File: config.mk
export PLATFORM = sky130hd
export DESIGN_NAME = non_data_fifo_arbiter
export DESIGN_NICKNAME = d
export VERILOG_FILES = /design/src/rtl/non_data_fifo_arbiter.sv
export SDC_FILE = /design/constraint.sdc
export NUM_CORES = 1
export LEC_CHECK = 0
export BUFFER_PORTS_ARGS = -buffer_cell sky130_fd_sc_hd__buf_2
export CAP_MARGIN = 20
export CORE_MARGIN = 2
export CORE_UTILIZATION = 40
export CTS_CLUSTER_DIAMETER = 30
export DETAILED_ROUTE_END_ITERATION = 6
export PLACE_DENSITY_LB_ADDON = 0.25
export SYNTH_ARGS = -nofsm -noshare
export SYNTH_HDL_FRONTEND = slang
export SYNTH_SLANG_ARGS = --single-unit
File: constraint.sdc
create_clock -name clk -period 3.06 [get_ports clk]
set_input_delay 0.306 -clock clk [delete_from_list [all_inputs] [get_ports clk]]
set_output_delay 0.306 -clock clk [all_outputs]
set_load 0.01 [all_outputs]
File: src/rtl/non_data_fifo_arbiter.sv
// Non-data FIFO arbiter: grants one of two requesters round-robin and copies
// that requester's packet byte by byte into a downstream FIFO. It keeps its
// own count of FIFO occupancy so that a packet is granted only when it fits.
//
// Handshake: a requester holds reqI with lenI/dataI stable. The arbiter
// pulses ackI in every cycle in which the current byte is written. The
// requester then presents the next byte before the following edge. doneI
// marks the last byte, and errI rejects an illegal length. The requester
// drops reqI in the cycle after doneI or errI.
// The FSM state is visible through busy (high in XFER).
module non_data_fifo_arbiter #(
    parameter int DEPTH  = 200,
    parameter int MAXLEN = 8
) (
    input  logic       clk,
    input  logic       n_rst,
    input  logic       req0,
    input  logic       req1,
    input  logic [3:0] len0,
    input  logic [3:0] len1,
    input  logic [7:0] data0,
    input  logic [7:0] data1,
    output logic       ack0,
    output logic       ack1,
    output logic       done0,
    output logic       done1,
    output logic       err0,
    output logic       err1,
    output logic       fifo_w_enable,
    output logic [7:0] fifo_w_data,
    input  logic       fifo_r_enable,
    input  logic       fifo_full,
    output logic       busy,
    output logic [7:0] occupancy
);

    typedef enum logic {
        IDLE = 1'b0,
        XFER = 1'b1
    } state_t;

    localparam logic [8:0] DEPTH_W  = 9'(DEPTH);
    localparam logic [4:0] MAXLEN_W = 5'(MAXLEN);

    state_t     state_q, state_d;
    logic       id_q, id_d;        // granted requester
    logic [3:0] rem_q, rem_d;      // bytes still to write
    logic       ptr_q, ptr_d;      // 0: favour req0, 1: favour req1
    logic [7:0] occ_q, occ_d;
    logic       err0_q, err0_d;
    logic       err1_q, err1_d;
    logic       wr;

    logic       legal0, legal1, elig0, elig1, rd_cnt;
    logic [8:0] free_bytes;

    assign legal0     = (len0 != 4'd0) && ({1'b0, len0} <= MAXLEN_W);
    assign legal1     = (len1 != 4'd0) && ({1'b0, len1} <= MAXLEN_W);
    assign free_bytes = DEPTH_W - {1'b0, occ_q};
    assign elig0      = req0 && legal0 && (free_bytes >= {5'd0, len0});
    assign elig1      = req1 && legal1 && (free_bytes >= {5'd0, len1});
    // A read on an empty FIFO is not counted.
    assign rd_cnt     = fifo_r_enable && (occ_q != 8'd0);

    // State register and tracked occupancy; reset aborts any packet in flight.
    always_ff @(posedge clk or posedge n_rst) begin
        if (n_rst) begin
            state_q <= IDLE;
            id_q    <= 1'b0;
            rem_q   <= 4'd0;
            ptr_q   <= 1'b0;
            occ_q   <= 8'd0;
            err0_q  <= 1'b0;
            err1_q  <= 1'b0;
        end else begin
            state_q <= state_d;
            id_q    <= id_d;
            rem_q   <= rem_d;
            ptr_q   <= ptr_d;
            occ_q   <= occ_d;
            err0_q  <= err0_d;
            err1_q  <= err1_d;
        end
    end

    // Arbitration, length rejection, byte transfer and occupancy next state.
    always_comb begin
        state_d = state_q;
        id_d    = id_q;
        rem_d   = rem_q;
        ptr_d   = ptr_q;
        occ_d   = occ_q;
        err0_d  = 1'b0;
        err1_d  = 1'b0;
        wr      = 1'b0;

        case (state_q)
            IDLE: begin
                // One rejection per cycle keeps err0/err1 exclusive. A requester
                // whose err is showing is still holding req and must not re-fire.
                if (req0 && !legal0 && !err0_q) begin
                    err0_d = 1'b1;
                end else if (req1 && !legal1 && !err1_q) begin
                    err1_d = 1'b1;
                end

                if (elig0 && (!elig1 || !ptr_q)) begin
                    state_d = XFER;
                    id_d    = 1'b0;
                    rem_d   = len0;
                end else if (elig1) begin
                    state_d = XFER;
                    id_d    = 1'b1;
                    rem_d   = len1;
                end
            end
            XFER: begin
                if (!fifo_full) begin
                    wr    = 1'b1;
                    rem_d = rem_q - 4'd1;
                    if (rem_q == 4'd1) begin
                        state_d = IDLE;
                        ptr_d   = ~id_q;
                    end
                end
            end
            default: state_d = IDLE;
        endcase

        if (wr && !rd_cnt) begin
            if ({1'b0, occ_q} < DEPTH_W) begin
                occ_d = occ_q + 8'd1;
            end
        end else if (rd_cnt && !wr) begin
            occ_d = occ_q - 8'd1;
        end
    end

    assign fifo_w_enable = wr;
    assign fifo_w_data   = wr ? (id_q ? data1 : data0) : 8'h00;
    assign ack0          = wr && !id_q;
    assign ack1          = wr && id_q;
    assign done0         = wr && !id_q && (rem_q == 4'd1);
    assign done1         = wr && id_q && (rem_q == 4'd1);
    assign err0          = err0_q;
    assign err1          = err1_q;
    assign busy          = (state_q == XFER);
    assign occupancy     = occ_q;

endmodule

# After elaboration in Yosys (flattened, before gate mapping)
# Index checks and enable logic that the tools add are counted.
# word_totals
in_bits,30
output_inout_bits,24
elab_cells,83
reg_bits,17
# classes
eq_ne,4
mux,23
magnitude_cmp,5
n_addsub,4
reduce_logical,37
n_bitwise,3
# ops
op,count
$mux W8,5
$ge A9 B4 Y1,2
$logic_and A1 B1 Y1,18
$mux W1,13
$mux W4,3
$logic_not A1 Y1,9
$sub A8 B8 Y9 const A,1
$add A8 B1 Y8 const B,1
$le A4 B4 Y1 const B,2
$lt A8 B8 Y1 const B,1
$pmux W4 S2,1
$reduce_bool A4 Y1,2
$reduce_bool A8 Y1,1
$sub A8 B1 Y8 const B,1
$reduce_and A2 Y1,3
$eq A4 B1 Y1 const B,1
$reduce_bool A2 Y1,2
$sub A4 B1 Y4 const B,1
$ne A3 B3 Y1 const B,1
$not A1 Y1,3
$reduce_and A3 Y1,1
$ne A2 B1 Y1 const B,1
$ne A2 B2 Y1 const B,1
$pmux W1 S2,1
$logic_or A1 B1 Y1,1

# Depth between registers and ports, before layout
# depth
depth_word,9
ltp_mapped,13

# Worst setup path before layout
# Ideal clock, no wire load.
# synth_timing
kind,reg2reg
start,register occ_q[0] (netlist: occupancy[0])
end,register occ_q[7] (netlist: occupancy[7])
path_slack_ns,-0.004
t_required_ns,2.981
path_stages_with_launch,14
synth_period_minus_slack_ns,3.064
path_buffers,0
arrival_time_ns,2.985
cell_sequence,dfrtp_1 inv_1 ha_1 nand2b_1 o31ai_1 nand2_1 ha_1 a21o_1 a21oi_1 o21bai_1 a21oi_1 o21ai_0 mux2_2 mux2i_1
# synth_via
elab_chain_cells,6
word_cells_on_any_way,14
# synth_rtl
item,line,text
"start, declared",49,"logic [7:0] occ_q, occ_d;"
"start signal, assigned",72,occ_q <= 8'd0;
"start signal, assigned",80,occ_q <= occ_d;
"parallel branches: the longest is 6 deep, another holds $sub A8 B1 Y8",n/a,
# Parallel ways; which one is timed is not known. The select of a mux whose other input is x is not followed.
# A chain may end at the register's enable or synchronous reset.

# Worst setup path after layout
# layout_timing
start,register occ_q[1] (netlist: occupancy[1])
end,register rem_q[3]
# layout_via
elab_chain_cells,8
word_cells_on_any_way,12
# layout_rtl
item,line,text
$sub A8 B8 Y9 *,59,"assign free_bytes = DEPTH_W - {1'b0, occ_q};"
$ge A9 B4 Y1,61,"assign elig1 = req1 && legal1 && (free_bytes >= {5'd0, len1});"
$logic_and A1 B1 Y1,61,
$logic_not A1 Y1,107,if (elig0 && (!elig1 || !ptr_q)) begin
$logic_or A1 B1 Y1,107,
$logic_and A1 B1 Y1,107,
$mux W4 / $ne A3 B3 Y1 (equally long branches),n/a,
$pmux W4 S2 / $reduce_and A2 Y1 (equally long branches),n/a,
"end signal, assigned",78,rem_q <= rem_d;
"end, declared",47,"logic [3:0] rem_q, rem_d;"
# Mark *: on every way between the ends. The rest lies on a longest branch, timed or not.

==> results.toml <==
[run_status]
status = "finished clean"

[route]
drtPass1Iterations = 4
via_per_inst = 4.96
highest_layer = "met4"
num_vias = 1518
drcViolationCount = 0
met3_length_um = 158
met1_length_um = 1970
ant_nets = 0
routed_wl_um = 3870
routedWlPerCell_um = 12.7
drtIter0Drc = 30
wl_met2_um = 1710

[setup_path]
critPathMaxFanout = 6
cp-start-kind = "register"
cp_data_arrival_time_ps = 3010
crit_required_ps = 3210
critPathKind = "reg -> reg"
cpMaxStageDelayCell = "o311a_4"
slowest_delay_ps = 390
path_delay_family = "compound AO/OA/AOI/OAI gates"
crit_chain = "buf_4, or2_2, nor2_1, xor2_1, ha_1, a21o_1, o311a_4, or2_4, a211o_1, a22o_1"
rrSetupSlack_ps = 200
r2r_start = "occupancy[1]"
worstSetupEndpointType = "register"
crit_path_start = "occupancy[1]"
cp_num_buf_inv = 1

[timing]
finalHoldViolations = 0
slew_violations = 0
setup_tns_ps = 0
period_minus_slack_ps = 2860
worst_pin_slew_ps = 671
setup_viol = 0
rsz0062_at_grt = "no"
fmax_mhz = 349
relSlewSlack = 0.546
fin_skew_ps = 3.20
period_share = 0.936
fin_hold_ws_ps = 142

[global_route]
antenna_found_initial = 0
grt_max_degree = 18
grt_pass1_wl_um = 6380
grt_pass1_vias = 1455
grt-ovfl-total = 0
track_usage = 0.179

[yosys]
synth-edff-count = 0
ys_async_sr_fraction = 1.00
synth_flop_cell = "dfrtp_1"
netlist_area_um2 = 1670
synth_fp_nets = 240
ys_seq_area_frac = 0.255
yosys_warnings = 0
synth_cell_types = 49
ys_ff_latch = 17
synthCells = 192
postSynthAreaPerCell_um2 = 8.68

[placement]
portBuffers = 53
place.gp.congestion = 0.799
dpl_cell_area_um2 = 2060
hpwl_um = 3120

[pwr]
pwr_density_cell_nw_per_um2 = 998
power_frac_comb = 0.710
seqPwrFrac = 0.206
p_int_w = 0.00114
power.switching_w = 0.000979
p_clk_frac = 0.084
netSwitchingFraction = 0.463
peakVddDrop_mv = 0.333
leakagePower_nw = 1.09

[finish]
nets = 305
final_common_cell = "buf_2"
layout.cells.most_common_list = "buf_2, nor2_1"
syn2layout_area_growth_pct = 27.3
n_antenna_cell = 0
stdcell_area_um2 = 2120
post-route-util = 0.530
nFillCells = 370
drive_gt1_frac = 0.328

[cts]
cts_sinks = 17
htreeDepth = 1
cts_hold_buf = 0
clock_path_buffers = 2
cts_root_buf = "clkbuf_8"
cts_buffers = 3
tritoncts = "done"
post_cts_buffers = 0
clk_latency_ps = 250
cts_resized = 0
path_clk_slew_ps = 80

[min_path]
min_path_type = "in -> async"

[die]
io_pins = 54
die_area_um2 = 4700
start_util = 0.417
die_y_um = 68.6
core_um2 = 4000
die_x_um = 68.6
rows = 23

[flow_run]
maxCapViolations = 0
-- metal layers --
layer,track usage,vias up
met1,0.241,674
met4,0.0525,0
met3,0.00974,2
met5,0,-
met2,0.309,39
li1,-,803
-- cell type report --
cell class | count | area, um2 | area share
clock buffers | 3 | 41.3 | 0.0195
flip-flops and latches | 17 | 425 | 0.201
inverters | 17 | 63.8 | 0.0301
clock inverters | 1 | 7.51 | 0.00354
well taps | 50 | 62.6 | 0.0295
multi-input cells | 152 | 1160 | 0.546
repair buffers | 66 | 363 | 0.171
-- cell usage after synthesis (all sizes together) (2+ instances only) --
library cell	number	area share
nand2b	3	0.011
o21ai	4	0.012
nand2	7	0.016
mux2i	12	0.072
dfrtp	17	0.26
a21oi	19	0.059
inv	17	0.038
nor4	2	0.0075
a21o	3	0.014
ha	17	0.13
and3	2	0.0075
buf	3	0.012
o311a	2	0.019
or2	4	0.017
nor3	5	0.015
o21bai	3	0.014
o31ai	3	0.014
a31oi	2	0.0075
xor2	2	0.011
nor2b	3	0.011
mux2	2	0.014
and2	5	0.019
xnor2	10	0.053
clkbuf	3	0.0068
nor2	25	0.056
-- through the flow --
stage / power [W] / instances / setup slack (ps)
after floorplan: 0.00151 / 192 / 34.8
after global placement: 0.00192 / 302 / 218
after detailed placement: 0.00194 / 302 / 183
after CTS: 0.00213 / 306 / 179
after global routing: 0.00235 / 306 / 38.0
final: 0.00212 / 306 / 196
-- worst reg2reg max path, cell delays in order, from the launching register on --
cell and delay (ps):
dfrtp_1 380, buf_4 160, or2_2 330, nor2_1 120
xor2_1 230, ha_1 270, a21o_1 170, o311a_4 390
or2_4 260, a211o_1 300, a22o_1 170
-- power groups by stage --
stage | logic, W | registers, W | clock network, W
detailed placement | 0.00150 | 0.000442 | 0
global placement | 0.00148 | 0.000439 | 0
global route | 0.00171 | 0.000453 | 0.000194
CTS | 0.00151 | 0.000437 | 0.000183
floorplan | 0.00104 | 0.000470 | 0
finish | 0.00150 | 0.000436 | 0.000178
-- path summary, 6_finish.rpt --
path | endpoint | cells after the start
setup / recovery | rem_q[3] | 10
max in group asynchronous | occupancy[0] | 2
hold / removal | rem_q[2] | 2
hold reg to reg | err1 | 2
min in group clk | err1 | 3
setup reg to reg | rem_q[3] | 10
-- state kept, by name (all words and copies together) (netlist names) --
| signal | count |
|---|---|
| busy | 1 |
| err0 | 1 |
| err1 | 1 |
| id_q | 1 |
| occupancy | 8 |
| ptr_q | 1 |
| rem_q | 4 |
-- kinds of logic after synthesis --
group,synth area share
simple gates,0.203
compound gates,0.197
buf+inv,0.0571
fa+ha+maj,0.140
flops,0.255
mux,0.0856
xor+xnor,0.0631
Power figures use the tool's default switching activity.
